$ cat src/rtl/wptr_full.sv
// Write-domain pointer and full-flag generator for an asynchronous FIFO.
// Advances a binary write pointer on accepted writes and publishes a
// registered Gray copy for the read-side synchronizer. From the read pointer
// already synchronized into this domain it derives registered full,
// almost_full, fill level and a sticky overflow flag. Every flag is computed
// from the next pointer, so it is correct on the same edge that moves the
// pointer.
module wptr_full #(
  parameter int ADDR_W       = 3,
  parameter int AFULL_THRESH = 6
) (
  input  logic              wclk,
  input  logic              wrst,
  input  logic              w_en,
  input  logic              ovf_clr,
  input  logic [ADDR_W:0]   g_rptr_sync,
  output logic [ADDR_W:0]   b_wptr,
  output logic [ADDR_W:0]   g_wptr,
  output logic [ADDR_W-1:0] waddr,
  output logic              wr_accept,
  output logic              full,
  output logic              almost_full,
  output logic [ADDR_W:0]   wlevel,
  output logic              overflow
);

  localparam logic [ADDR_W:0] AFULL_LVL = (ADDR_W + 1)'(AFULL_THRESH);

  logic              push;
  logic [ADDR_W:0]   b_wnext;
  logic [ADDR_W:0]   g_wnext;
  logic [ADDR_W:0]   r_bin;
  logic [ADDR_W:0]   level_next;
  logic              full_next;
  logic              afull_next;

  assign push      = w_en && !full;
  assign wr_accept = push;
  assign waddr     = b_wptr[ADDR_W-1:0];

  // Next-pointer arithmetic: binary increment on an accepted write and its Gray image.
  always_comb begin
    b_wnext = b_wptr + {{ADDR_W{1'b0}}, push};
    g_wnext = (b_wnext >> 1) ^ b_wnext;
  end

  // Gray-to-binary decode of the synchronized read pointer; bit i is the XOR of bits i and above.
  always_comb begin
    r_bin = '0;
    for (int i = 0; i <= ADDR_W; i++) begin
      r_bin[i] = ^(g_rptr_sync >> i);
    end
  end

  // Occupancy as seen from this domain; full means the next write pointer is one lap ahead of the read pointer.
  always_comb begin
    level_next = b_wnext - r_bin;
    afull_next = (level_next >= AFULL_LVL);
    full_next  = (g_wnext == {~g_rptr_sync[ADDR_W:ADDR_W-1], g_rptr_sync[ADDR_W-2:0]});
  end

  // Pointer and flag registers; overflow is sticky and a new overflow wins over a clear on the same edge.
  always_ff @(posedge wclk or posedge wrst) begin
    if (wrst) begin
      b_wptr      <= '0;
      g_wptr      <= '0;
      full        <= 1'b0;
      almost_full <= 1'b0;
      wlevel      <= '0;
      overflow    <= 1'b0;
    end else begin
      b_wptr      <= b_wnext;
      g_wptr      <= g_wnext;
      full        <= full_next;
      almost_full <= afull_next;
      wlevel      <= level_next;
      if (w_en && full) begin
        overflow <= 1'b1;
      end else if (ovf_clr) begin
        overflow <= 1'b0;
      end
    end
  end

endmodule

$ cat config.mk
export PLATFORM = sky130hd
export DESIGN_NAME = wptr_full
export DESIGN_NICKNAME = d
export VERILOG_FILES = /design/src/rtl/wptr_full.sv
export SDC_FILE = /design/constraint.sdc
export NUM_CORES = 1
export LEC_CHECK = 0
export ABC_AREA = 1
export BUFFER_PORTS_ARGS = -buffer_cell sky130_fd_sc_hd__clkbuf_2
export CAP_MARGIN = 20
export CORE_MARGIN = 2
export CORE_UTILIZATION = 40
export CTS_BUF_LIST = sky130_fd_sc_hd__clkbuf_4
export CTS_CLUSTER_SIZE = 30
export DETAILED_ROUTE_END_ITERATION = 12
export PLACE_DENSITY = 0.7
export SETUP_SLACK_MARGIN = 0.5
export SLEW_MARGIN = 20
export SYNTH_ARGS = -nofsm -noshare
export SYNTH_HDL_FRONTEND = slang
export SYNTH_SLANG_ARGS = --single-unit
$ cat constraint.sdc
create_clock -name wclk -period 2.53 [get_ports wclk]
set_input_delay 0.506 -clock wclk [delete_from_list [all_inputs] [get_ports wclk]]
set_output_delay 0.506 -clock wclk [all_outputs]
set_load 0.05 [all_outputs]
==> flow_metrics.py, run 1 <==
metrics = {
    "worst_setup_path": {
        "cp_data_required_time_ps": 2680,
        "reg2reg_depth": 10,
        "path_buf_inv": 2,
        "startpoint_type": "input port",
        "worstPathCellList": "clkbuf_2 > xnor2_4 > xor2_2 > xor2_1 > ha_4 > fa_2 > inv_2 > nand2_1 > nand3_1",
        "path_delay_family": "adder cells",
        "critPathSlowestCell": "fa_2",
        "slowest_delay_ps": 560,
        "r2r_start": "full",
        "endpoint_kind": "flop",
        "worst-path-max-fanout": 3,
        "r2r-end": "almost_full",
        "worstSetupPathType": "in2reg",
        "r2r_slack_ps": 720,
        "cp.arrival_ps": 2080,
    },
    "layout": {
        "drive_gt1_frac": 0.4138,
        "syn_to_final_growth_pct": 34.30,
        "final_area_um2": 1039,
        "diodes": 0,
        "fillerInstances": 178,
        "final_cells": 141,
        "final_core_util": 0.5887,
        "nNetsFinal": 131,
    },
    "routing": {
        "drt_iter0_markers": 3,
        "route.detailed.drc": 0,
        "via_count": 618,
        "avgRoutedWirePerCell_um": 9.957,
        "drt_pass1_iterations": 4,
        "ant_nets": 0,
        "drt-total-wl_mm": 1.404,
        "vias_per_cell": 4.383,
    },
    "floorplan": {
        "coreArea_um2": 1764,
        "fp.dieArea_um2": 2301,
        "die_w_um": 47.97,
        "die_h_um": 47.97,
        "ios": 27,
        "num_rows": 15,
        "start_util": 0.4383,
    },
    "sta": {
        "fin_skew_ps": 9.234,
        "min_period_ps": 1934,
        "finalSetupViolCount": 0,
        "max_freq_mhz": 517.1,
        "rsz0062_at_grt": "false",
        "hold_viol": 0,
        "min_period_over_period": 0.7643,
        "tightestPinTransition_ps": 512.9,
        "slew_headroom": 0.6577,
        "final-max-slew-violation-count": 0,
        "setup-tns-final_ps": 0,
    },
    "placement": {
        "port_buffers": 26,
        "dpl.cell_count": 136,
        "gp_congestion": 0.7733,
        "place_area_um2": 1001,
        "hpwl_mm": 1.217,
    },
    "synth": {
        "async_flop_share": 1.000,
        "ys_top_cells_by_area": "dfrtp_1 45%, nand2_1 11%, inv_1 8.7%, ha_1 8.1%, nand3_1 7.8%",
        "syn_avg_cell_area_um2": 8.688,
        "synth_top_area_frac": 0.4531,
        "synthFlopType": "dfrtp_1",
        "synthTopCellsByCount": "23 x nand2_1, 18 x inv_1, 14 x dfrtp_1",
        "yosys.area.top_type": "dfrtp_1",
        "synth_most_common_cell": "nand2_1",
        "synth_warnings": 0,
        "synth_cell_type_count": 17,
        "ys_ff_latch": 14,
        "synthCells": 89,
        "synth.cell_area_um2": 773.2,
        "ys_seq_area_frac": 0.4531,
        "synth_edf_count": 0,
        "syn-num-nets": 103,
    },
    "min_path": {
        "hold_class": "in2async",
    },
    "clocking": {
        "cts_hold_buf": 0,
        "clk_latency_ps": 270,
        "cts_resized": 0,
        "htreeDepth": 1,
        "clkTransAtPathRegs_ps": 80,
        "cts_buffer_depth": 2,
        "cts_made_buffers": 3,
        "cts_tree": "built",
        "cts.sinks": 14,
        "clockRootBuffer": "clkbuf_4",
    },
    "grt": {
        "grt_pass1_wl_mm": 2.214,
        "grt_max_degree": 15,
        "met1_usage": 0.1910,
        "grt_usage": 0.1412,
        "met3_usage": 0.01132,
        "antenna_found_initial": 0,
        "first_global_vias": 509,
        "met2_usage": 0.2293,
        "overflow": 0,
        "grt_most_used_layer": "met2",
    },
    "status": {
        "outcome": "finished, final reports clean",
    },
    "job": {
        "cap_violations": 0,
    },
}
placed cells by master, fill, tap and decap left out, types with 2 or more instances in the layout:
master	count
nand3_1	12
nand2_2	2
inv_1	14
clkbuf_4	4
xor2_1	2
dfrtp_1	13
inv_2	2
ha_4	5
nand2_1	22
clkbuf_2	26
inv_4	2
stage by stage:
| step | hold slack [ps] | setup slack, ps |
|---|---|---|
| after floorplan | 395.2 | 459.3 |
| after global placement | 521.1 | 262.1 |
| after detailed placement | 524.4 | 202.4 |
| after CTS | 252.6 | 593.6 |
| after global routing | 276.4 | 515.9 |
| final | 233.7 | 596.3 |
cells by family (layout without fill, tap and decap cells):
group,Yosys count,in the layout,share of synthesized area
simple gates,39,39,0.2152
xor+xnor,5,5,0.07607
flops,14,14,0.4531
buf+inv,22,49,0.1262
compound gates,3,3,0.02264
fa+ha+maj,6,6,0.1068
timing repair:
| item | in CTS | in global routing |
|---|---|---|
| setup endpoints to repair | 1 | 0 |
| endpoints found under the hold margin | 0 | 0 |
| buffers inserted | 1 | 0 |
layer usage:
layer	up-vias	share of wire
li1	329	-
met1	267	0.45
met2	20	0.50
met3	2	0.041
met4	0	0.016
met5	-	0
state kept, by name, indices dropped and copies added, names as in the netlist:
name,cells
almost_full,1
b_wptr,4
full,1
g_wptr,3
overflow,1
wlevel,4
area by class of cell:
class / instances / area, um^2 / area share
inverter: 18 / 72.57 / 0.06988
timing repair buffer: 27 / 137.6 / 0.1325
clock buffer: 4 / 30.03 / 0.02892
tap: 25 / 31.28 / 0.03012
sequential: 14 / 351.6 / 0.3386
multi-input combinational: 53 / 415.4 / 0.4000
how the worst max path moves through the flow:
stage | slack, ps | cells past startpoint | to | startpoint
floorplan | 460 | 8 | almost_full | full
detailed placement | 200 | 9 | almost_full | g_rptr_sync[3]
CTS | 590 | 9 | almost_full | g_rptr_sync[3]
finish | 600 | 9 | almost_full | g_rptr_sync[3]
global route | 520 | 9 | almost_full | g_rptr_sync[3]
global placement | 260 | 9 | almost_full | g_rptr_sync[3]
Power of run 1 is left out: the tool's default activity adds up to more than one toggle a clock period on the data nets, which glitch-free logic cannot reach.
==> inputs of run 2 (changes only) <==
clock period = 1.78 ns   (was 2.53 ns; I/O delays follow)
==> run 2 against run 1 <==
The run now ends with negative setup slack left. Design area up 41%. Via count grew 28%. Global-route usage up 6.3 points. Final cell count grew 17%. Clock-buffer cell count shrank 1. Critical path depth shrank 1. First-iteration DRC count rose to 4.3 times the previous value. Die area unchanged. Worst hold slack got worse by 140 ps. Highest routed layer unchanged.
==> flow_metrics.py, run 2 (synthesized netlist as in run 1, its figures left out) <==
metrics = {
    "layout": {
        "diodes": 0,
        "reg_top3": "b_wptr x4, wlevel x4, g_wptr x3",
        "final_core_util": 0.8305,
        "syn_to_final_growth_pct": 89.48,
        "final_common_cell": "buf_4",
        "mostFrequentLayoutCells": "20 x buf_4, 16 x nand2_1, 11 x inv_1, 10 x dfrtp_1, 10 x clkbuf_2",
        "drive_gt1_frac": 0.6429,
        "nNetsFinal": 155,
    },
    "sta": {
        "tightestPinTransition_ps": 556.9,
        "hold_viol": 0,
        "final-max-slew-violation-count": 0,
        "finalSetupViolCount": 1,
        "setup-tns-final_ps": -13.21,
        "min_period_ps": 1793,
        "min_period_over_period": 1.007,
        "slew_headroom": 0.6283,
        "max_freq_mhz": 557.7,
        "fin_skew_ps": 5.232,
        "setup_ws_ps": -13.21,
        "rsz0062_at_grt": "true",
    },
    "routing": {
        "drt-total-wl_mm": 2.327,
        "route.detailed.drc": 0,
        "via_count": 788,
        "vias_per_cell": 4.776,
        "drt_iter0_markers": 13,
        "drt_pass1_iterations": 4,
        "ant_nets": 0,
        "avgRoutedWirePerCell_um": 14.10,
    },
    "grt": {
        "grt_pass1_wl_mm": 3.049,
        "first_global_vias": 701,
        "grt_max_degree": 15,
        "grt_usage": 0.2037,
        "overflow": 0,
        "antenna_found_initial": 0,
    },
    "worst_setup_path": {
        "cpMostUsedCell": "ha_4",
        "reg2reg_depth": 8,
        "cp.arrival_ps": 1970,
        "path_delay_family": "adder cells",
        "r2r-end": "almost_full",
        "endpoint_kind": "flop",
        "path_buf_inv": 2,
        "r2r_slack_ps": -10,
        "critPathSlowestCell": "fa_2",
        "cp.depth": 8,
        "startpoint_type": "flop",
        "slowest_delay_ps": 560,
        "worst-path-max-fanout": 3,
        "cp_data_required_time_ps": 1950,
        "r2r_start": "full",
        "worstPathCellList": "nor2_4 > ha_4 > ha_4 > inv_4 > fa_2 > inv_2 > nand2_2 > nand3_2",
        "worstSetupPathType": "reg2reg",
    },
    "placement": {
        "port_buffers": 26,
        "hpwl_mm": 1.342,
        "gp_congestion": 0.7920,
    },
    "clocking": {
        "cts.sinks": 14,
        "cts_hold_buf": 0,
        "cts_made_buffers": 3,
        "cts_buffer_depth": 2,
        "cts_tree": "built",
        "clk_latency_ps": 280,
        "htreeDepth": 1,
        "clockRootBuffer": "clkbuf_4",
        "clkTransAtPathRegs_ps": 90,
    },
    "floorplan": {
        "ios": 27,
        "die_w_um": 47.97,
        "coreArea_um2": 1764,
        "start_util": 0.4383,
        "fp.dieArea_um2": 2301,
        "num_rows": 15,
        "die_h_um": 47.97,
    },
    "status": {
        "violations": "negative setup slack",
        "outcome": "finished, violations left",
    },
    "job": {
        "cap_violations": 0,
    },
    "min_path": {
        "hold_class": "in2async",
    },
}
==> run 2: metrics by stage <==
step / area, um^2 / instances / setup WS (ps) / hold WS, ps
4_1_cts: 1339 / 159 / 22.81 / 98.62
2_1_floorplan: 865.8 / 89 / -287.5 / 245.0
3_3_place_gp: 1065 / 145 / -332.5 / 391.5
5_1_grt: 1465 / 165 / -62.36 / 129.0
6_report: 1465 / 165 / -13.21 / 89.27
3_5_place_dp: 1065 / 145 / -370.5 / 405.8
==> run 2: per-layer routing <==
| metal | vias up | wire, um | GRT usage |
|---|---|---|---|
| li1 | 371 | - | - |
| met1 | 384 | 895 | 0.2371 |
| met2 | 27 | 1317 | 0.3600 |
| met3 | 6 | 62 | 0.02264 |
| met4 | 0 | 51 | 0.1135 |
| met5 | - | 0 | 0 |
==> run 2: how the worst max path moves through the flow <==
stage / from / slack, ps / endpoint
after global routing: full / -60 / wlevel[3]
after global placement: g_rptr_sync[3] / -330 / almost_full
after CTS: full / 20 / almost_full
after floorplan: full / -290 / almost_full
final: full / -10 / almost_full
after detailed placement: g_rptr_sync[3] / -370 / almost_full
==> run 2: timing repair <==
item                       CTS  global route
resized for setup           29            33
setup buffers               10             6
setup endpoints to repair   19            25
pin swaps                    5            17
==> run 2: layout make-up <==
type | instances | area (um^2)
Timing Repair Buffer | 51 | 490.5
Tap cell | 25 | 31.28
Multi-Input combinational cell | 53 | 489.2
Sequential cell | 14 | 355.3
Clock inverter | 1 | 3.754
Clock buffer | 3 | 22.52
Inverter | 18 | 72.57
Fill cell | 105 | 299.0
Power of run 2 is left out for the same reason.
